[config.mk]
export PLATFORM = sky130hd
export DESIGN_NAME = uart_apb_ctrl_flat
export DESIGN_NICKNAME = d
export VERILOG_FILES = /design/src/rtl/uart_apb_ctrl_if.sv /design/src/rtl/uart_apb_ctrl.sv /design/src/flat_wrapper.sv
export SDC_FILE = /design/constraint.sdc
export NUM_CORES = 1
export LEC_CHECK = 0
export CAP_MARGIN = 20
export CORE_ASPECT_RATIO = 0.7
export CORE_MARGIN = 2
export CORE_UTILIZATION = 44
export CTS_CLUSTER_DIAMETER = 150
export CTS_CLUSTER_SIZE = 20
export DETAILED_ROUTE_END_ITERATION = 10
export PLACE_DENSITY = 0.83
export SYNTH_ARGS = -nofsm -noshare
export SYNTH_HDL_FRONTEND = slang
export SYNTH_SLANG_ARGS = --single-unit
[constraint.sdc]
create_clock -name clk -period 2.8 [get_ports clk]
set_input_delay 0.84 -clock clk [delete_from_list [all_inputs] [get_ports clk]]
set_output_delay 0.84 -clock clk [all_outputs]
set_load 0.01 [all_outputs]
[src/rtl/uart_apb_ctrl_if.sv]
// APB bus bundle between the UART echo sequencer (master) and the UART (slave).
interface uart_apb_ctrl_if;
  logic        psel;
  logic        penable;
  logic [2:0]  pprot;
  logic [31:0] paddr;
  logic        pwrite;
  logic [31:0] pwdata;
  logic [3:0]  pstrb;
  logic        pready;
  logic        pslverr;
  logic [31:0] prdata;

  modport master (
    output psel, penable, pprot, paddr, pwrite, pwdata, pstrb,
    input  pready, pslverr, prdata
  );

  modport slave (
    input  psel, penable, pprot, paddr, pwrite, pwdata, pstrb,
    output pready, pslverr, prdata
  );
endinterface

[src/rtl/uart_apb_ctrl.sv]
// APB master that configures the UART after reset and then echoes every
// received byte back out, reporting progress and errors for debug pins.
//
// state      | meaning
// -----------+-------------------------------------------------------
// S_CFG_DIV  | write baud divisor to DIV (0xC)
// S_CFG_CTRL | write tx_en|rx_en to CTRL (0x8)
// S_RUN_WAIT | bus idle; count poll gap, wait for en
// S_POLL_RX  | read STATUS (0x4), look at rx_valid
// S_READ_RX  | read DATA (0x0), capture RX byte
// S_POLL_TX  | read STATUS (0x4), look at tx_full
// S_TX_GAP   | bus idle between TX-space polls
// S_WRITE_TX | write captured byte to DATA (0x0)
// S_ERROR    | bus idle, terminal until reset
module uart_apb_ctrl #(
  parameter logic [15:0] DIV_RESET = 16'd104,
  parameter int          POLL_GAP  = 8,
  parameter int          TIMEOUT   = 64
) (
  input  logic                   clk,
  input  logic                   resetn,
  input  logic                   en,
  uart_apb_ctrl_if.master        apb,
  output logic                   cfg_done,
  output logic                   busy,
  output logic                   err,
  output logic [7:0]             err_cnt,
  output logic [15:0]            byte_cnt
);

  // Counters are loaded with N-1 so that exactly N cycles elapse before
  // the terminal count of zero is seen.
  localparam int GW = (POLL_GAP < 2) ? 1 : $clog2(POLL_GAP);
  localparam int TW = (TIMEOUT < 2) ? 1 : $clog2(TIMEOUT);
  localparam int GAP_LOAD_I = (POLL_GAP > 0) ? POLL_GAP - 1 : 0;
  localparam logic [GW-1:0] GAP_LOAD = GW'(GAP_LOAD_I);
  localparam logic [TW-1:0] TMO_LOAD = TW'(TIMEOUT - 1);

  typedef enum logic [3:0] {
    S_CFG_DIV, S_CFG_CTRL, S_RUN_WAIT, S_POLL_RX, S_READ_RX,
    S_POLL_TX, S_TX_GAP, S_WRITE_TX, S_ERROR
  } state_t;

  state_t         state_q, state_d;
  logic           access_q, access_d;
  logic [GW-1:0]  gap_q, gap_d;
  logic [TW-1:0]  tmo_q, tmo_d;
  logic [7:0]     byte_q, byte_d;
  logic           cfg_done_q, cfg_done_d;
  logic           err_q, err_d;
  logic [7:0]     err_cnt_q, err_cnt_d;
  logic [15:0]    byte_cnt_q, byte_cnt_d;

  logic           bus_sel;
  logic [3:0]     bus_addr;
  logic           bus_wr;
  logic [31:0]    bus_wdata;
  logic           unused_prdata;

  assign unused_prdata = ^apb.prdata[31:8];

  // Register update with synchronous active-low reset.
  always_ff @(posedge clk) begin
    if (!resetn) begin
      state_q    <= S_CFG_DIV;
      access_q   <= 1'b0;
      gap_q      <= '0;
      tmo_q      <= '0;
      byte_q     <= 8'h00;
      cfg_done_q <= 1'b0;
      err_q      <= 1'b0;
      err_cnt_q  <= 8'h00;
      byte_cnt_q <= 16'h0000;
    end else begin
      state_q    <= state_d;
      access_q   <= access_d;
      gap_q      <= gap_d;
      tmo_q      <= tmo_d;
      byte_q     <= byte_d;
      cfg_done_q <= cfg_done_d;
      err_q      <= err_d;
      err_cnt_q  <= err_cnt_d;
      byte_cnt_q <= byte_cnt_d;
    end
  end

  // Bus request decode: every bus state presents a fixed transfer.
  always_comb begin
    bus_sel   = 1'b0;
    bus_addr  = 4'h0;
    bus_wr    = 1'b0;
    bus_wdata = 32'h0;
    case (state_q)
      S_CFG_DIV:  begin bus_sel = 1'b1; bus_addr = 4'hC; bus_wr = 1'b1; bus_wdata = {16'h0, DIV_RESET}; end
      S_CFG_CTRL: begin bus_sel = 1'b1; bus_addr = 4'h8; bus_wr = 1'b1; bus_wdata = 32'h3; end
      S_POLL_RX:  begin bus_sel = 1'b1; bus_addr = 4'h4; end
      S_READ_RX:  begin bus_sel = 1'b1; bus_addr = 4'h0; end
      S_POLL_TX:  begin bus_sel = 1'b1; bus_addr = 4'h4; end
      S_WRITE_TX: begin bus_sel = 1'b1; bus_addr = 4'h0; bus_wr = 1'b1; bus_wdata = {24'h0, byte_q}; end
      default:    ;
    endcase
  end

  // Next-state: setup/access sequencing, timeout, completion handling.
  always_comb begin
    state_d    = state_q;
    access_d   = access_q;
    gap_d      = gap_q;
    tmo_d      = tmo_q;
    byte_d     = byte_q;
    cfg_done_d = cfg_done_q;
    err_d      = err_q;
    err_cnt_d  = err_cnt_q;
    byte_cnt_d = byte_cnt_q;

    if (bus_sel) begin
      if (!access_q) begin
        access_d = 1'b1;
        tmo_d    = TMO_LOAD;
      end else if (apb.pready) begin
        access_d = 1'b0;
        if (apb.pslverr) begin
          if (state_q == S_CFG_DIV || state_q == S_CFG_CTRL) begin
            err_d   = 1'b1;
            state_d = S_ERROR;
          end else begin
            if (err_cnt_q != 8'hFF) err_cnt_d = err_cnt_q + 8'd1;
            state_d = S_RUN_WAIT;
            gap_d   = GAP_LOAD;
          end
        end else begin
          case (state_q)
            S_CFG_DIV: state_d = S_CFG_CTRL;
            S_CFG_CTRL: begin
              cfg_done_d = 1'b1;
              state_d    = S_RUN_WAIT;
              gap_d      = GAP_LOAD;
            end
            S_POLL_RX: begin
              if (apb.prdata[0]) begin
                state_d = S_READ_RX;
              end else begin
                state_d = S_RUN_WAIT;
                gap_d   = GAP_LOAD;
              end
            end
            S_READ_RX: begin
              byte_d  = apb.prdata[7:0];
              state_d = S_POLL_TX;
            end
            S_POLL_TX: begin
              if (!apb.prdata[1]) begin
                state_d = S_WRITE_TX;
              end else if (POLL_GAP == 0) begin
                state_d = S_POLL_TX;
              end else begin
                state_d = S_TX_GAP;
                gap_d   = GAP_LOAD;
              end
            end
            S_WRITE_TX: begin
              byte_cnt_d = byte_cnt_q + 16'd1;
              state_d    = S_RUN_WAIT;
              gap_d      = GAP_LOAD;
            end
            default: ;
          endcase
        end
      end else if (tmo_q == '0) begin
        access_d = 1'b0;
        err_d    = 1'b1;
        state_d  = S_ERROR;
      end else begin
        tmo_d = tmo_q - TW'(1);
      end
    end else begin
      case (state_q)
        S_RUN_WAIT: begin
          if (gap_q != '0) gap_d = gap_q - GW'(1);
          else if (en)     state_d = S_POLL_RX;
        end
        S_TX_GAP: begin
          if (gap_q != '0) gap_d = gap_q - GW'(1);
          else             state_d = S_POLL_TX;
        end
        default: ;
      endcase
    end
  end

  // Outputs are forced low combinationally so a reset mid-transfer drops
  // the bus in the same cycle rather than at the next edge.
  assign apb.psel    = resetn & bus_sel;
  assign apb.penable = resetn & bus_sel & access_q;
  assign apb.pprot   = 3'b000;
  assign apb.paddr   = resetn ? {28'h0, bus_addr} : 32'h0;
  assign apb.pwrite  = resetn & bus_wr;
  assign apb.pwdata  = resetn ? bus_wdata : 32'h0;
  assign apb.pstrb   = (resetn & bus_wr) ? 4'hF : 4'h0;

  assign busy     = resetn & bus_sel;
  assign cfg_done = resetn & cfg_done_q;
  assign err      = resetn & err_q;
  assign err_cnt  = resetn ? err_cnt_q : 8'h00;
  assign byte_cnt = resetn ? byte_cnt_q : 16'h0000;

endmodule

[src/flat_wrapper.sv]
// flat-port wrapper written by rule: the top's interface ports become plain ports
module uart_apb_ctrl_flat 
#(
  parameter logic [15:0] DIV_RESET = 16'd104,
  parameter int          POLL_GAP  = 8,
  parameter int          TIMEOUT   = 64
)
  (clk, resetn, en, cfg_done, busy, err, err_cnt, byte_cnt, apb_psel, apb_penable, apb_pprot, apb_paddr, apb_pwrite, apb_pwdata, apb_pstrb, apb_pready, apb_pslverr, apb_prdata);
  uart_apb_ctrl_if apb_i ();
  input  logic clk;
  input  logic resetn;
  input  logic en;
  output logic cfg_done;
  output logic busy;
  output logic err;
  output logic [7:0] err_cnt;
  output logic [15:0] byte_cnt;
  output wire logic [$bits(apb_i.psel)-1:0] apb_psel;
  output wire logic [$bits(apb_i.penable)-1:0] apb_penable;
  output wire logic [$bits(apb_i.pprot)-1:0] apb_pprot;
  output wire logic [$bits(apb_i.paddr)-1:0] apb_paddr;
  output wire logic [$bits(apb_i.pwrite)-1:0] apb_pwrite;
  output wire logic [$bits(apb_i.pwdata)-1:0] apb_pwdata;
  output wire logic [$bits(apb_i.pstrb)-1:0] apb_pstrb;
  input wire logic [$bits(apb_i.pready)-1:0] apb_pready;
  input wire logic [$bits(apb_i.pslverr)-1:0] apb_pslverr;
  input wire logic [$bits(apb_i.prdata)-1:0] apb_prdata;
  assign apb_psel = apb_i.psel;
  assign apb_penable = apb_i.penable;
  assign apb_pprot = apb_i.pprot;
  assign apb_paddr = apb_i.paddr;
  assign apb_pwrite = apb_i.pwrite;
  assign apb_pwdata = apb_i.pwdata;
  assign apb_pstrb = apb_i.pstrb;
  assign apb_i.pready = apb_pready;
  assign apb_i.pslverr = apb_pslverr;
  assign apb_i.prdata = apb_prdata;
  uart_apb_ctrl #(.DIV_RESET(DIV_RESET), .POLL_GAP(POLL_GAP), .TIMEOUT(TIMEOUT)) u_core (.clk(clk), .resetn(resetn), .en(en), .apb(apb_i), .cfg_done(cfg_done), .busy(busy), .err(err), .err_cnt(err_cnt), .byte_cnt(byte_cnt));
endmodule
-- Word level (Yosys, flattened, before mapping)
Cells that the tools add are included.
- bits in writable memories: 0
- output and inout bits: 101
- input port bits: 37
- ROM bits: 0
- memories: 0
- bits in latches: 0
- flip-flop bits (word level): 48
- divide/modulo/power cells: 0
- shifts and indexed selects: 0
- bitwise gates (word level): 7
- multiplexer cells: 42
- $lt $le $gt $ge: 0
- equality and inequality tests: 23
- add/subtract/negate cells: 4
- multipliers: 0
- reduce and logical (&&, ||, !) cells: 21
- operator list (kind ; count):
    2-to-1 mux 4 bit ; 11
    2-to-1 mux 3 bit ; 10
    one-hot mux 8 bit (3 select lines) ; 1
    one-hot mux 4 bit (5 select lines) ; 1
    AND reduction 5 bit ; 4
    2-to-1 mux 6 bit ; 3
    adder 16 x 1 -> 16 bit, second input constant ; 1
    equality test 4 x 3 -> 1 bit, second input constant ; 4
    2-to-1 mux 16 bit ; 1
    2-to-1 mux 8 bit ; 2
    inequality test 8 bit, second input constant ; 2
    one-hot mux 4 bit (3 select lines) ; 1
    2-to-1 mux 1 bit ; 10
    inequality test 3 x 2 -> 1 bit, second input constant ; 3
    one-hot mux 3 bit (3 select lines) ; 1
    adder 8 x 1 -> 8 bit, second input constant ; 1
    equality test 4 x 2 -> 1 bit, second input constant ; 2
    inequality test 4 bit, second input constant ; 2
    one-hot mux 4 bit (2 select lines) ; 1
    AND reduction 8 bit ; 1
    AND reduction 7 bit ; 1
    zero test 6 bit ; 1
    inequality test 2 x 1 -> 1 bit, second input constant ; 3
    inequality test 2 bit, second input constant ; 3
    16 further kinds ; 27

-- Logic depth before layout (Yosys ltp)
Gate-level depths: netlist of the first run.
- depth after elaboration: 7
- mapped depth: 7
- depth with buffers taken out: 7

-- Least setup slack after synthesis of the first run
OpenSTA, ideal clock, no wires.
- kind: in2out
- from: in resetn
- to: out busy
- setup slack: 0.010 ns
- buffers on the path: 2
- data arrival time: 1.950 ns
- stages on the path: 4
- path through: clkbuf_1 clkinv_1 nor3_1 buf_4
- longest elaborated chain between the ends: 1
- RTL lines (what ; RTL line ; source):
    from (decl) ; flat_wrapper.sv:11 ; input logic resetn;
    AND 1 bit ; -- ;
    to (decl) ; flat_wrapper.sv:14 ; output logic busy;
No other way between the ends.

-- Worst setup path after layout of the first run
- from: in resetn
- to: out apb_pwrite
- longest elaborated chain between the ends: 1
- RTL lines (what ; RTL line ; source):
    AND 1 bit ; uart_apb_ctrl.sv:197 ; assign apb.pwrite = resetn & bus_wr;
    to (decl) ; flat_wrapper.sv:22 ; output wire logic [$bits(apb_i.pwrite)-1:0] apb_pwrite;
No other way between the ends.

==> results of run 1 <==
[flip-flops by register name (all words and copies together) (netlist names)]
signal             cells
u_core.err_q           1
u_core.byte_cnt_q     16
u_core.access_q        1
u_core.cfg_done_q      1
u_core.gap_q           3
u_core.tmo_q           6
u_core.state_q         4
u_core.byte_q          8
u_core.err_cnt_q       8
[path summary, 6_finish.rpt]
kind	start	to	slack [ps]
setup / recovery	resetn	apb_pwrite	180
hold / removal	u_core.err_q	u_core.err_q	460
setup reg to reg	u_core.state_q[0]	u_core.state_q[2]	880
hold reg to reg	u_core.err_q	u_core.err_q	460
[cell type report]
type	count	area (um^2)	area share [%]
well taps	98	123	3.13
repair buffers	83	721	18.4
inverters	12	46.3	1.18
multi-input cells	315	1980	50.4
clock buffers	6	82.6	2.10
flip-flops and latches	48	961	24.5
clock inverters	2	13.8	0.351
[report_power, final]
group	switching (uW)	internal, uW	leakage, uW	total (uW)
Combinational	306	229	0.00138	535
Sequential	37.6	722	0.000390	760
Clock	238	202	0.0000516	441
Total	582	1150	0.00182	1740
[layout by cell type (no fill, tap or decap), types with 3 or more instances in the layout]
| cell type | synthesis | layout |
|---|---|---|
| dlygate4sd2_1 | 0 | 39 |
| a211oi_1 | 3 | 3 |
| a21oi_1 | 11 | 11 |
| buf_4 | 67 | 25 |
| and3_1 | 4 | 4 |
| nor2_1 | 55 | 54 |
| nand4_1 | 8 | 8 |
| a21o_1 | 3 | 3 |
| nor2b_1 | 3 | 3 |
| o21ai_0 | 9 | 8 |
| ha_1 | 6 | 6 |
| nand3_1 | 11 | 11 |
| xnor2_1 | 14 | 14 |
| and2_1 | 30 | 30 |
| o21ai_1 | 3 | 4 |
| xor2_1 | 9 | 9 |
| clkbuf_8 | 0 | 6 |
| conb_1 | 1 | 57 |
| nand2b_1 | 4 | 4 |
| inv_1 | 11 | 11 |
| nor3_1 | 11 | 11 |
| o21a_1 | 4 | 4 |
| nor2_2 | 2 | 3 |
| mux2i_1 | 11 | 11 |
| dfxtp_1 | 48 | 48 |
| clkdlybuf4s15_1 | 0 | 4 |
| clkdlybuf4s50_1 | 0 | 11 |
| nand2_1 | 14 | 13 |
[routing by layer]
metal	share of wire [%]	global-route usage [%]	vias up
li1	-	-	1350
met1	45	23.5	1273
met2	49	29.4	88
met3	5.9	3.74	7
met4	0.67	3.08	0
met5	0	0	-
[through the flow]
step | setup slack (ps) | hold slack [ps] | setup TNS (ps) | total power (uW) | cell area, um^2
6_report | 177 | 461 | 0 | 1740 | 3920
3_5_place_dp | -552 | 447 | -20720 | 1330 | 3860
3_3_place_gp | -489 | 440 | -18840 | 1310 | 3860
2_1_floorplan | 9.80 | 429 | 0 | 1200 | 3540
5_1_grt | 78.8 | 497 | 0 | 1840 | 3920
4_1_cts | -0.618 | 469 | -0.618 | 1750 | 3930
[logic make-up (layout without fill, tap and decap cells)]
logic type,Yosys count,count (layout)
mux,12,12
compound gates,42,42
xor+xnor,23,23
other cells,1,57
simple gates,175,175
fa+ha+maj,6,6
buf+inv,92,103
flops,48,48
[critical path: cells and delay by family]
kind	cells	cell delay (ps)
buffers and inverters	4	640
and+or+nand+nor	1	150
AOI/OAI and AO/OA	1	140
[timing repair]
item,4_1_cts,5_1_grt
resized for setup,58,3
setup endpoints to repair,44,12
buffers inserted,1,0
hold buffers,0,0
==> flow_summary.ini, run 1 <==
[timing]
tightest_slew_ps = 516
hold_viol = 0
min_period_ps = 2620
clock.fmax_ghz = 0.381
setup_viol = 0
max_slew_margin_pct = 65.3
drv_slew = 0
grt_setup_unrepaired = false
fin_skew_ps = 7.12
post-route-period-util_pct = 93.7

[clocking]
clk_latency_ps = 300
numCtsBuffers = 5
cts_tree = done
h-tree-depth = 2
clkTransAtPathRegs_ps = 90
cts-root-buf = clkbuf_8
clock_sinks = 48
clock_path_buffers = 2

[synthesis]
synth.most_common_cell = buf_4
synth-edff-count = 0
ys_seq_area_share_pct = 28.9
synth-compound-area-share_pct = 8.53
synthArstFlopShare_pct = 0
synth_top_family_by_area = simple AND/OR/NAND/NOR gates
syn_avg_cell_area_um2 = 8.35
synth_top_cell_by_area = dfxtp_1
synthSimpleGateAreaFrac_pct = 32.3
synth.mux.area_fraction_pct = 3.64
synthDominantCellAreaShare_pct = 28.9
synth_area_leaders = dfxtp_1 29%, buf_4 15%, nor2_1 6.2%
synth.distinct_cells = 60
ys_ff_latch = 48
ys_warn_count = 0
synth_xor_area_share_pct = 6.05
synthAdderAreaFrac_pct = 2.25
synthTopCellsByCount = 67 x buf_4, 55 x nor2_1, 48 x dfxtp_1
synth_flop_cell = dfxtp_1
syn-cell-area_um2 = 3330
synthCells = 399

[die]
rows = 26
chipWidth_um = 108
initial_core_util_pct = 45.5
die_h_um = 76.8
dieArea_um2 = 8290
io_pins = 138
coreArea_um2 = 7320

[route]
detail_route.wl_per_cell_um = 12.7
drt_iter0_drc = 126
drcViolationCount = 0
vias_per_cell = 4.82
dr_total_vias = 2718
first_pass_iters = 4
detail-route-antenna-nets = 0
wirelength_um = 7140

[worst_setup_path]
worstSetupPathType = primary input to primary output
required_ps = 1960
cpPeakStageDelay_ps = 260
critPathSlowestCell = dlygate4sd2_1
crit_chain = clkbuf_2 -> buf_6 -> nand3b_1 -> o21ai_1 -> buf_4 -> dlygate4sd2_1
ff2ff_path_depth = 7
crit_fanout = 5
worstSetupEndpointType = primary output
arrival_ps = 1780
cp-start-kind = primary input

[placement]
hpwl_um = 5490
place.gp.congestion = 0.840
place_inst = 555
portBuffers = 56

[grt]
track_usage_pct = 17.5
grt_max_degree = 29
first_global_vias = 2547
grt_pass1_wl_um = 12000
grt-ovfl-total = 0
antenna_found_initial = 0

[cells_and_area]
area_delta_synth_final_pct = 17.8
drive_gt1_share_pct = 13.9
nFillCells = 673
stdcell_count = 564
antennaDiodeCount = 0
fin_nets = 508
final_core_util_pct = 53.6

[outcome]
status = finished clean

[run]
cap_violations = 0

[power]
leakage_uw = 0.00182
vdd_ir_drop_max_mv = 0.209
pwr_density_cell_nw_per_um2 = 442

[worst_hold_path]
hp-class = flop to flop
whs_path_depth = 1
Note: power is estimated with default switching activity, not from simulation.
==> run 2: changes to the inputs <==
==> constraint.sdc (replaced) <==
create_clock -name clk -period 2.8 [get_ports clk]
set_input_delay 0.56 -clock clk [delete_from_list [all_inputs] [get_ports clk]]
set_output_delay 0.56 -clock clk [all_outputs]
set_load 0.02 [all_outputs]
==> flow_summary.ini, run 2 (same netlist as run 1, synthesis figures left out) <==
[cells_and_area]
fin_area_um2 = 3920
seq_area_um2 = 962
drive_gt1_share_pct = 11.6
reg_top3 = u_core.byte_cnt_q: 16 flops, u_core.byte_q: 8 flops, u_core.err_cnt_q: 8 flops
regMostFlops = u_core.byte_cnt_q
final_core_util_pct = 53.5
antennaDiodeCount = 0
layout_commonest_cell = conb_1
area_delta_synth_final_pct = 17.6
nFillCells = 673
layout_common_cells = 57 x conb_1, 55 x clkdlybuf4s50_1, 54 x nor2_1, 47 x dfxtp_1, 30 x and2_1
multi_input_area_um2 = 1970
largest_reg_flops = 16
fin_nets = 498

[die]
dieArea_um2 = 8290
rows = 26
coreArea_um2 = 7320
chipWidth_um = 108
initial_core_util_pct = 45.5
die_h_um = 76.8
io_pins = 138

[timing]
setup_ws_ps = 156
post-route-period-util_pct = 94.4
drv_slew = 0
fin_skew_ps = 5.19
clock.fmax_ghz = 0.378
max_slew_margin_pct = 66.0
min_period_ps = 2640
hold_viol = 0
setup_viol = 0
tightest_slew_ps = 507
grt_setup_unrepaired = true

[placement]
dp_slack_ps = -151
portBuffers = 56
place_area_um2 = 3790
place.gp.congestion = 0.887
hpwl_um = 5170

[run]
cap_violations = 0

[clocking]
clock_path_buffers = 2
cts_setup_buffers = 0
postCtsHoldBufs = 0
clk_latency_ps = 300
h-tree-depth = 2
clkTransAtPathRegs_ps = 90
clock_sinks = 48
cts_tree = done
cts-root-buf = clkbuf_8
cts-resized-gates = 4
numCtsBuffers = 5

[power]
power_uw = 1900
seqPwrFrac_pct = 40.6
clkPwrFrac_pct = 28.1
pwr_density_cell_nw_per_um2 = 485
p_int_uw = 1260
combPwrFrac_pct = 31.3
vdd_ir_drop_max_mv = 0.230
leakage_uw = 0.00162
p_sw_uw = 642
switching_share_pct = 33.8

[worst_setup_path]
worstSetupEndpointType = primary output
cp-start-kind = flop
ff2ff_path_depth = 7
required_ps = 2240
worstSetupPathType = flop to primary output
arrival_ps = 2080
crit_fanout = 7

[route]
vias_per_cell = 4.74
drcViolationCount = 0
drt_iter0_drc = 111
detail-route-antenna-nets = 0
first_pass_iters = 4
detail_route.wl_per_cell_um = 12.0
dr_total_vias = 2628
wirelength_um = 6630

[worst_hold_path]
whs_path_depth = 1
hp-class = flop to flop

[grt]
antenna_found_initial = 0
grt-ovfl-total = 0
track_usage_pct = 16.2
first_global_vias = 2458
grt_pass1_wl_um = 11200
grt_max_degree = 34

[outcome]
status = finished clean
run 2: cell count changes in the layout (fill, tap and decap cells not counted), moves of 2 or more:
cell             before  now
clkdlybuf4s50_1      11   55
clkbuf_2              2    0
buf_4                25   16
clkdlybuf4s15_1       4    0
dlygate4sd2_1        39    1
run 2: per-layer routing:
layer	vias up	wire, um	part of all wire, %	GRT usage [%]
li1	1328	-	-	-
met1	1206	3120	47	22.0
met2	88	3100	47	26.6
met3	6	371	5.6	3.57
met4	0	42	0.63	2.69
met5	-	0	0	0
run 2: stage by stage:
step	setup TNS [ps]	instances	hold WS [ps]
after floorplan	0	455	429
after global placement	-2000	546	440
after detailed placement	-1440	546	446
after CTS	0	554	468
after global routing	-1.99	554	489
final	0	554	463
run 2: cell type report:
class | count | area share (%)
sequential | 48 | 24.6
clock buffer | 6 | 2.11
timing repair buffer | 73 | 17.6
inverter | 12 | 1.18
tap | 98 | 3.13
multi-input combinational | 315 | 50.4
clock inverter | 2 | 0.990
run 2: final timing paths:
check                           slack [ps]               from                end
worst max-delay path                   160  u_core.state_q[1]      apb_pwdata[5]
worst min-delay path                   460       u_core.err_q       u_core.err_q
worst max register to register         870  u_core.state_q[0]  u_core.state_q[2]
worst min register to register         460       u_core.err_q       u_core.err_q
run 2: power groups by stage:
stage	combinational (uW)	clock [uW]	sequential, uW
CTS	593	552	769
global route	646	570	780
detailed placement	588	0	785
finish	594	534	771
global placement	575	0	780
floorplan	505	0	763
run 2: critical path: stages (launching register included):
cell and delay [ps]:
dfxtp_1 410, nor2_2 250, nand3b_1 170, nor2_1 230, a21o_1 120, clkdlybuf4s50_1 600
==> run 3: changes to the inputs <==
--- a/config.mk
+++ b/config.mk
@@ -13,6 +13,7 @@
 export CTS_CLUSTER_SIZE = 20
 export DETAILED_ROUTE_END_ITERATION = 10
 export PLACE_DENSITY = 0.83
+export SLEW_MARGIN = 20
 export SYNTH_ARGS = -nofsm -noshare
 export SYNTH_HDL_FRONTEND = slang
 export SYNTH_SLANG_ARGS = --single-unit
==> results of run 3 <==
The final DEF is identical to that of run 2; final timing and power are the same.
